[config.mk]
export PLATFORM = sky130hd
export DESIGN_NAME = accel_axi_mst
export DESIGN_NICKNAME = d
export VERILOG_FILES = /design/src/rtl/accel_axi_mst.sv
export SDC_FILE = /design/constraint.sdc
export NUM_CORES = 1
export LEC_CHECK = 0
export ABC_CLOCK_PERIOD_IN_PS = 3990
export CAP_MARGIN = 20
export CORE_AREA = 2 2 191 193
export DETAILED_ROUTE_END_ITERATION = 10
export DIE_AREA = 0 0 193 195
export PLACE_DENSITY = 0.41
export SYNTH_ARGS = -nofsm -noshare
export SYNTH_HDL_FRONTEND = slang
export SYNTH_SLANG_ARGS = --single-unit
[constraint.sdc]
create_clock -name i_clk -period 3.99 [get_ports i_clk]
set_input_delay 0.798 -clock i_clk [delete_from_list [all_inputs] [get_ports i_clk]]
set_output_delay 0.798 -clock i_clk [all_outputs]
set_load 0.02 [all_outputs]
[src/rtl/accel_axi_mst.sv]
// accel_axi_mst: single-outstanding AXI4 initiator for one bus0 master slot.
// A simple request/write-beat/response interface is turned into AR/R or
// AW/W/B bursts. Reads and writes are serialized.
// Optional build macro ACCEL_AXI_MST_4K_CHECK_EN: bursts that would cross a
// 4 KiB boundary are answered locally with error responses and never reach
// the fabric.

package accel_axi_mst_pkg;

    localparam int CFG_SYSBUS_ADDR_BITS  = 32;
    localparam int CFG_SYSBUS_DATA_BITS  = 64;
    localparam int CFG_SYSBUS_DATA_BYTES = CFG_SYSBUS_DATA_BITS / 8;
    localparam int CFG_SYSBUS_ID_BITS    = 5;
    localparam int CFG_SYSBUS_USER_BITS  = 1;

    typedef struct packed {
        logic [CFG_SYSBUS_ADDR_BITS-1:0] addr;
        logic [7:0]                      len;
        logic [2:0]                      size;
        logic [1:0]                      burst;
        logic                            lock;
        logic [3:0]                      cache;
        logic [2:0]                      prot;
        logic [3:0]                      qos;
        logic [3:0]                      region;
    } axi4_metadata_type;

    typedef struct packed {
        logic                             aw_valid;
        axi4_metadata_type                aw_bits;
        logic [CFG_SYSBUS_ID_BITS-1:0]    aw_id;
        logic [CFG_SYSBUS_USER_BITS-1:0]  aw_user;
        logic                             w_valid;
        logic [CFG_SYSBUS_DATA_BITS-1:0]  w_data;
        logic                             w_last;
        logic [CFG_SYSBUS_DATA_BYTES-1:0] w_strb;
        logic [CFG_SYSBUS_USER_BITS-1:0]  w_user;
        logic                             b_ready;
        logic                             ar_valid;
        axi4_metadata_type                ar_bits;
        logic [CFG_SYSBUS_ID_BITS-1:0]    ar_id;
        logic [CFG_SYSBUS_USER_BITS-1:0]  ar_user;
        logic                             r_ready;
    } axi4_master_out_type;

    typedef struct packed {
        logic                             aw_ready;
        logic                             w_ready;
        logic                             b_valid;
        logic [1:0]                       b_resp;
        logic [CFG_SYSBUS_ID_BITS-1:0]    b_id;
        logic [CFG_SYSBUS_USER_BITS-1:0]  b_user;
        logic                             ar_ready;
        logic                             r_valid;
        logic [1:0]                       r_resp;
        logic [CFG_SYSBUS_DATA_BITS-1:0]  r_data;
        logic                             r_last;
        logic [CFG_SYSBUS_ID_BITS-1:0]    r_id;
        logic [CFG_SYSBUS_USER_BITS-1:0]  r_user;
    } axi4_master_in_type;

    localparam axi4_master_out_type axi4_master_out_none = '0;

endpackage

module accel_axi_mst
    import accel_axi_mst_pkg::*;
#(
    parameter logic [CFG_SYSBUS_ID_BITS-1:0] xid        = '0,
    parameter logic [1:0]                    burst_type = 2'b01
) (
    input  logic                             i_clk,
    input  logic                             i_nrst,
    input  axi4_master_in_type               i_xmsti,
    output axi4_master_out_type              o_xmsto,
    input  logic                             i_req_valid,
    output logic                             o_req_ready,
    input  logic                             i_req_write,
    input  logic [CFG_SYSBUS_ADDR_BITS-1:0]  i_req_addr,
    input  logic [7:0]                       i_req_len,
    input  logic [2:0]                       i_req_size,
    input  logic                             i_wdata_valid,
    output logic                             o_wdata_ready,
    input  logic [CFG_SYSBUS_DATA_BITS-1:0]  i_wdata,
    input  logic [CFG_SYSBUS_DATA_BYTES-1:0] i_wstrb,
    output logic                             o_resp_valid,
    input  logic                             i_resp_ready,
    output logic [CFG_SYSBUS_DATA_BITS-1:0]  o_resp_rdata,
    output logic                             o_resp_last,
    output logic                             o_resp_err
);

    typedef enum logic [2:0] {
        ST_IDLE,
        ST_AR,
        ST_R,
        ST_AW,
        ST_W,
        ST_B,
        ST_ERR
    } state_t;

    state_t                          state;
    state_t                          state_nxt;
    logic [CFG_SYSBUS_ADDR_BITS-1:0] req_addr;
    logic [7:0]                      req_len;
    logic [2:0]                      req_size;
    logic                            req_write;
    logic [7:0]                      beat_cnt;
    logic                            accept;
    logic                            cnt_inc;
    logic                            beat_last;
    logic                            unused_in;

    assign beat_last = (beat_cnt == req_len);
    assign unused_in = ^{i_xmsti.b_id, i_xmsti.b_user, i_xmsti.r_id, i_xmsti.r_user};

`ifdef ACCEL_AXI_MST_4K_CHECK_EN
    localparam int AW1 = CFG_SYSBUS_ADDR_BITS + 1;

    logic [AW1-1:0] span_bytes;
    logic [AW1-1:0] span_end;
    logic           cross_4k;
    logic           err_rsp;
    logic           err_rsp_set;
    logic           unused_span;

    // Last byte of the requested burst, one bit wider than the address
    always_comb begin
        span_bytes = (AW1'(i_req_len) + AW1'(1)) << i_req_size;
        span_end   = {1'b0, i_req_addr} + span_bytes - AW1'(1);
        cross_4k   = (span_end[CFG_SYSBUS_ADDR_BITS-1:12] != i_req_addr[CFG_SYSBUS_ADDR_BITS-1:12]);
    end

    assign unused_span = ^{span_end[AW1-1], span_end[11:0]};

    // Local-error write: data phase finished, response phase pending
    always_ff @(posedge i_clk or negedge i_nrst) begin
        if (!i_nrst) begin
            err_rsp <= 1'b0;
        end else if (accept) begin
            err_rsp <= 1'b0;
        end else if (err_rsp_set) begin
            err_rsp <= 1'b1;
        end
    end
`endif

    // State register
    always_ff @(posedge i_clk or negedge i_nrst) begin
        if (!i_nrst) begin
            state <= ST_IDLE;
        end else begin
            state <= state_nxt;
        end
    end

    // Request capture and beat counter
    always_ff @(posedge i_clk or negedge i_nrst) begin
        if (!i_nrst) begin
            req_addr  <= '0;
            req_len   <= '0;
            req_size  <= '0;
            req_write <= 1'b0;
            beat_cnt  <= '0;
        end else if (accept) begin
            req_addr  <= i_req_addr;
            req_len   <= i_req_len;
            req_size  <= i_req_size;
            req_write <= i_req_write;
            beat_cnt  <= '0;
        end else if (cnt_inc) begin
            beat_cnt  <= beat_cnt + 8'd1;
        end
    end

    // Next-state and all channel outputs
    always_comb begin
        state_nxt     = state;
        o_xmsto       = axi4_master_out_none;
        o_req_ready   = 1'b0;
        o_wdata_ready = 1'b0;
        o_resp_valid  = 1'b0;
        o_resp_rdata  = '0;
        o_resp_last   = 1'b0;
        o_resp_err    = 1'b0;
        accept        = 1'b0;
        cnt_inc       = 1'b0;
`ifdef ACCEL_AXI_MST_4K_CHECK_EN
        err_rsp_set   = 1'b0;
`endif

        case (state)
            ST_IDLE: begin
                o_req_ready = 1'b1;
                if (i_req_valid) begin
                    accept = 1'b1;
`ifdef ACCEL_AXI_MST_4K_CHECK_EN
                    if (cross_4k) begin
                        state_nxt = ST_ERR;
                    end else
`endif
                    if (i_req_write) begin
                        state_nxt = ST_AW;
                    end else begin
                        state_nxt = ST_AR;
                    end
                end
            end

            ST_AR: begin
                o_xmsto.ar_valid      = 1'b1;
                o_xmsto.ar_bits.addr  = req_addr;
                o_xmsto.ar_bits.len   = req_len;
                o_xmsto.ar_bits.size  = req_size;
                o_xmsto.ar_bits.burst = burst_type;
                o_xmsto.ar_id         = xid;
                if (i_xmsti.ar_ready) begin
                    state_nxt = ST_R;
                end
            end

            ST_R: begin
                o_xmsto.r_ready = i_resp_ready;
                o_resp_valid    = i_xmsti.r_valid;
                o_resp_rdata    = i_xmsti.r_data;
                o_resp_last     = i_xmsti.r_last;
                o_resp_err      = i_xmsti.r_resp[1];
                if (i_xmsti.r_valid && i_resp_ready && i_xmsti.r_last) begin
                    state_nxt = ST_IDLE;
                end
            end

            ST_AW: begin
                o_xmsto.aw_valid      = 1'b1;
                o_xmsto.aw_bits.addr  = req_addr;
                o_xmsto.aw_bits.len   = req_len;
                o_xmsto.aw_bits.size  = req_size;
                o_xmsto.aw_bits.burst = burst_type;
                o_xmsto.aw_id         = xid;
                if (i_xmsti.aw_ready) begin
                    state_nxt = ST_W;
                end
            end

            ST_W: begin
                o_xmsto.w_valid = i_wdata_valid;
                o_xmsto.w_data  = i_wdata;
                o_xmsto.w_strb  = i_wstrb;
                o_xmsto.w_last  = beat_last;
                o_wdata_ready   = i_xmsti.w_ready;
                if (i_wdata_valid && i_xmsti.w_ready) begin
                    if (beat_last) begin
                        state_nxt = ST_B;
                    end else begin
                        cnt_inc = 1'b1;
                    end
                end
            end

            ST_B: begin
                o_xmsto.b_ready = i_resp_ready;
                o_resp_valid    = i_xmsti.b_valid;
                o_resp_last     = 1'b1;
                o_resp_err      = i_xmsti.b_resp[1];
                if (i_xmsti.b_valid && i_resp_ready) begin
                    state_nxt = ST_IDLE;
                end
            end

            ST_ERR: begin
`ifdef ACCEL_AXI_MST_4K_CHECK_EN
                // Reads: len+1 error beats. Writes: drain len+1 beats, then one error response.
                if (!req_write) begin
                    o_resp_valid = 1'b1;
                    o_resp_rdata = '1;
                    o_resp_last  = beat_last;
                    o_resp_err   = 1'b1;
                    if (i_resp_ready) begin
                        if (beat_last) begin
                            state_nxt = ST_IDLE;
                        end else begin
                            cnt_inc = 1'b1;
                        end
                    end
                end else if (!err_rsp) begin
                    o_wdata_ready = 1'b1;
                    if (i_wdata_valid) begin
                        if (beat_last) begin
                            err_rsp_set = 1'b1;
                        end else begin
                            cnt_inc = 1'b1;
                        end
                    end
                end else begin
                    o_resp_valid = 1'b1;
                    o_resp_last  = 1'b1;
                    o_resp_err   = 1'b1;
                    if (i_resp_ready) begin
                        state_nxt = ST_IDLE;
                    end
                end
`else
                state_nxt = ST_IDLE;
`endif
            end

            default: begin
                state_nxt = ST_IDLE;
            end
        endcase
    end

endmodule

## Yosys cells after proc, flatten, opt, wreduce, memory -nomap -nowiden

Index checks and enable logic that the tools add are counted.

| cells by class | value |
|---|---|
| shift operators | 0 |
| equality and inequality tests | 13 |
| add/sub/neg operators | 1 |
| $mul | 0 |
| bitwise logic cells | 0 |
| multiplexer cells | 27 |
| reduce and logical (&&, ||, !) cells | 7 |
| magnitude comparators | 0 |
| div/mod/pow operators | 0 |

Operator list:

| operator | number |
|---|---|
| $mux W46 | 2 |
| $mux W74 | 1 |
| $mux W64 | 1 |
| $mux W3 | 7 |
| $pmux W3 S6 | 1 |
| $mux W8 | 2 |
| $ne A2 B2 Y1 const B | 7 |
| $mux W1 | 9 |
| $add A8 B1 Y8 const B | 1 |
| $eq A8 B8 Y1 | 1 |
| $reduce_and A7 Y1 | 1 |
| $eq A3 B2 Y1 const B | 2 |
| $eq A3 B3 Y1 const B | 2 |
| $pmux W1 S2 | 3 |
| $logic_and A1 B1 Y1 | 4 |
| $eq A3 B1 Y1 const B | 1 |
| $logic_not A3 Y1 | 1 |
| $mux W2 | 1 |
| $reduce_bool A2 Y1 | 1 |

| word-level totals | value |
|---|---|
| memory bits (read-only) | 0 |
| RAM bits | 0 |
| output and inout port bits | 282 |
| input bits | 207 |
| logic and storage cells | 53 |
| latch bits | 0 |
| memories | 0 |
| bits in registers | 54 |

## Depth between registers and ports, before layout

| depth | value |
|---|---|
| word-level depth | 6 |
| depth in mapped cells | 7 |
| mapped depth without buffers | 5 |

## Least setup slack after synthesis

OpenSTA, ideal clock, no wires.

| timing path | value |
|---|---|
| kind | reg-to-output |
| from | register state[1] |
| to | output port o_xmsto[183] (netlist name) |
| cell stages (with the launch flop) | 6 |
| required time | 3.192 ns |
| setup slack | 1.650 ns |
| path buffers | 2 |
| arrival | 1.542 ns |
| path through | dfrtp_1 buf_2 inv_1 nor2_1 clkbuf_1 and2_1 |

RTL lines:

| item | line | RTL |
|---|---|---|
| start, declared | 103 | `state_t state;` |
| start signal, assigned | 154 | `state <= state_nxt;` |
| end, declared | 75 | `output axi4_master_out_type o_xmsto,` |

==> out/results.tsv <==
metric	value	unit
worst-path fanout max	46	
fin util	25.6	%
adder-cell share of the synthesized area	0.289	%
relative max-transition margin	36.5	%
worst path cell trace	nand2b_1 -> nor2_4 -> buf_4 -> and2_1 -> clkdlybuf4s50_1	
# Post-CTS Setup Buffers	0	
Leak Pwr	3.77	nW
Die Y	195	um
Final ANT Viol Nets	0	
Die Area	37600	um^2
largest family of logic cells by synthesized area	simple AND/OR/NAND/NOR gates	
Synth Area in Simple Gates	49.4	%
ys async rst share	100	%
final setup violation count	0	
clk_lat worst skew	0.31	ns
H-tree depth	2	
top cells by area, synth	and2_1 (33%), dfrtp_1 (31%), nand2_1 (12%)	
num rows	69	
Fin. Hold Viols	0	
Post-synth EDFFs	0	
vias	4963	
multiplexer share of the synthesized area	1.85	%
Die Wd	193	um
vias per cell	3.44	
Final Routed Wirelength	23.0	mm
Data arrival, critical path	2.63	ns
Max stage delay cell, worst path	dfrtp_1	
clock transition at the registers of the reported paths	0.08	ns
GRT Util Overall	11.3	%
Clock Tree Root	clkbuf_16	
cell area after synthesis	4330	um^2
unique cell type count in the Yosys netlist	37	
required time of the critical path	3.19	ns
synthesis warning total	0	
Slowest Stage Delay on Critical Path	0.65	ns
PD cells	519	nW/um^2
Synth Area in Compound Gates	3.38	%
share of cells above drive strength 1	2.35	%
# resized after CTS	0	
fin worst setup slack	0.560	ns
Post-Synthesis Cells	578	
Max-Cap Viols	0	
fin. max-slew vios	0	
Synth Area in XOR/XNOR	1.62	%
Final Wtd Congestion	0.777	
initial antenna violation count	3	
TritonCTS clock tree	done	
gr ovfl total	0	
Worst setup SP type	register	
Crit Path Class	reg -> out	
CP endpoint kind	output pin	
core area	35400	um^2
Hold WS	0.493	ns
DP Worst Slack	0.873	ns
peak supply drop	211	uV
IO Count	489	
Pre-Repair DR Iteration Count	4	
number of global-route vias before repair	4768	
total clock sinks	54	
#FFs+latches synth	54	
fillers	3857	
status	finished clean	
first-pass GRT wire length	31.9	mm
Yosys top cell by area	and2_1	
Synth Area per Inst	7.50	um^2
share of the synthesized area in the top cell type	32.9	%
Worst-Margin Slew	0.953	ns
Layout area overhead	109	%
Initial Util	12.2	%
Port Buffers	427	
DRC Markers	0	
cts hold-fix bufs	0	
Final HPWL DP	18.2	mm
Setup TNS	0	ns
register area share after synthesis	31.2	%
minimum clock period	3.43	ns
top_reg_cell synth	dfrtp_1	
RSZ-0062 raised after global routing	no	
highest clock rate	0.292	GHz
wire per inst	15.9	um
skew final	0.00603	ns
worst-case clock buffer depth	2	
Num CTS Buffers	5	
Hold Path Class	reg -> reg	
initial DRC count	135	
largest net degree at the start of global routing	75	
Final Cycle Share	86.0	%
fin nets	1186	
==> worst max-delay path, delay by kind of cell, from the launching register on <==
kind | cells | cell delay (ns)
AND/OR/NAND/NOR | 3 | 0.60
buffers and inverters | 2 | 1.04
flip-flops | 1 | 0.65
==> cells by family (layout without fill, tap and decap cells) <==
group           after synthesis  after routing
xor+xnor                      8              8
simple gates                398            398
compound gates               20             20
buf+inv                      88            443
fa+ha+maj                     1              1
flops                        54             54
other cells                   1             49
mux                           8              8
==> synth_stat cells, drive strengths merged (2+ instances only) <==
| cell | instances |
|---|---|
| inv | 2 |
| nand4 | 3 |
| nor3b | 2 |
| buf | 57 |
| a32o | 2 |
| nor2 | 4 |
| clkbuf | 29 |
| and3b | 2 |
| o211ai | 4 |
| xnor2 | 8 |
| and3 | 2 |
| o21ai | 5 |
| nand2 | 141 |
| and2 | 228 |
| dfrtp | 54 |
| nor3 | 3 |
| a22o | 2 |
| nand3 | 4 |
| nand2b | 4 |
| nor4 | 2 |
| mux2i | 8 |
==> layout make-up <==
| type | count | area, um^2 | area share [%] |
|---|---|---|---|
| Sequential cell | 54 | 1350 | 14.9 |
| Antenna cell | 2 | 5.00 | 0.0553 |
| Tap cell | 461 | 577 | 6.37 |
| Inverter | 2 | 7.51 | 0.0829 |
| Clock buffer | 5 | 125 | 1.38 |
| Multi-Input combinational cell | 482 | 2650 | 29.3 |
| Timing Repair Buffer | 433 | 4310 | 47.6 |
| Clock inverter | 3 | 23.8 | 0.263 |
==> power breakdown <==
group          total, W  switching, W  internal (W)  leakage, nW
logic           0.00321       0.00173       0.00148         3.02
clock network  0.000469      0.000233      0.000236       0.0665
registers       0.00103      0.000252      0.000777        0.685
==> state kept, by name, summed over array words and instances (netlist names) <==
register / flops
beat_cnt: 8
req_len: 8
req_addr: 32
state: 3
req_size: 3
==> path summary, 6_finish.rpt <==
check                              from            to  slack [ns]  depth (start not counted)
max                            state[0]  o_xmsto[205]        0.56                          5
min in group asynchronous        i_nrst  req_addr[10]        0.58                          1
min                        req_addr[27]  req_addr[27]        0.49                          2
min reg2reg                req_addr[27]  req_addr[27]        0.49                          2
max in group asynchronous        i_nrst   beat_cnt[1]        2.59                          2
max reg2reg                    state[0]  req_addr[23]        1.85                          4
==> cells in the final DEF (no fill, tap or decap), types with 2 or more instances in the layout <==
cell type / netlist / routed
clkbuf_16: 0 / 5
nor3_1: 3 / 3
clkinvlp_4: 0 / 2
and3b_1: 2 / 2
nor2_2: 1 / 2
o211ai_1: 4 / 4
a22o_1: 2 / 2
a32o_1: 2 / 2
dfrtp_1: 54 / 54
and2_1: 228 / 227
nand4_1: 3 / 3
o21ai_1: 3 / 3
inv_1: 2 / 2
conb_1: 1 / 47
nand2b_1: 4 / 4
mux2i_1: 8 / 8
clkdlybuf4s50_1: 0 / 426
nor4_1: 2 / 2
buf_4: 51 / 6
nand2_1: 141 / 140
o21ai_0: 2 / 2
and3_1: 2 / 2
diode_2: 0 / 2
xnor2_1: 8 / 8
nand3_1: 4 / 4
==> per-layer routing <==
metal / share of wire, % / up-vias / GRT usage (%)
li1: - / 2481 / -
met1: 42 / 2225 / 14.0
met2: 48 / 240 / 19.4
met3: 9.4 / 13 / 3.45
met4: 0.78 / 4 / 1.71
met5: 0.11 / - / 0
==> metrics by stage <==
stage / instance area, um^2 / std cells / total power, W
floorplan: 4510 / 624 / 0.00272
global placement: 8900 / 1432 / 0.00431
detailed placement: 8900 / 1432 / 0.00431
CTS: 9050 / 1440 / 0.00481
global route: 9050 / 1440 / 0.00506
finish: 9050 / 1442 / 0.00470
No activity file was read; power rests on OpenSTA's default activity.
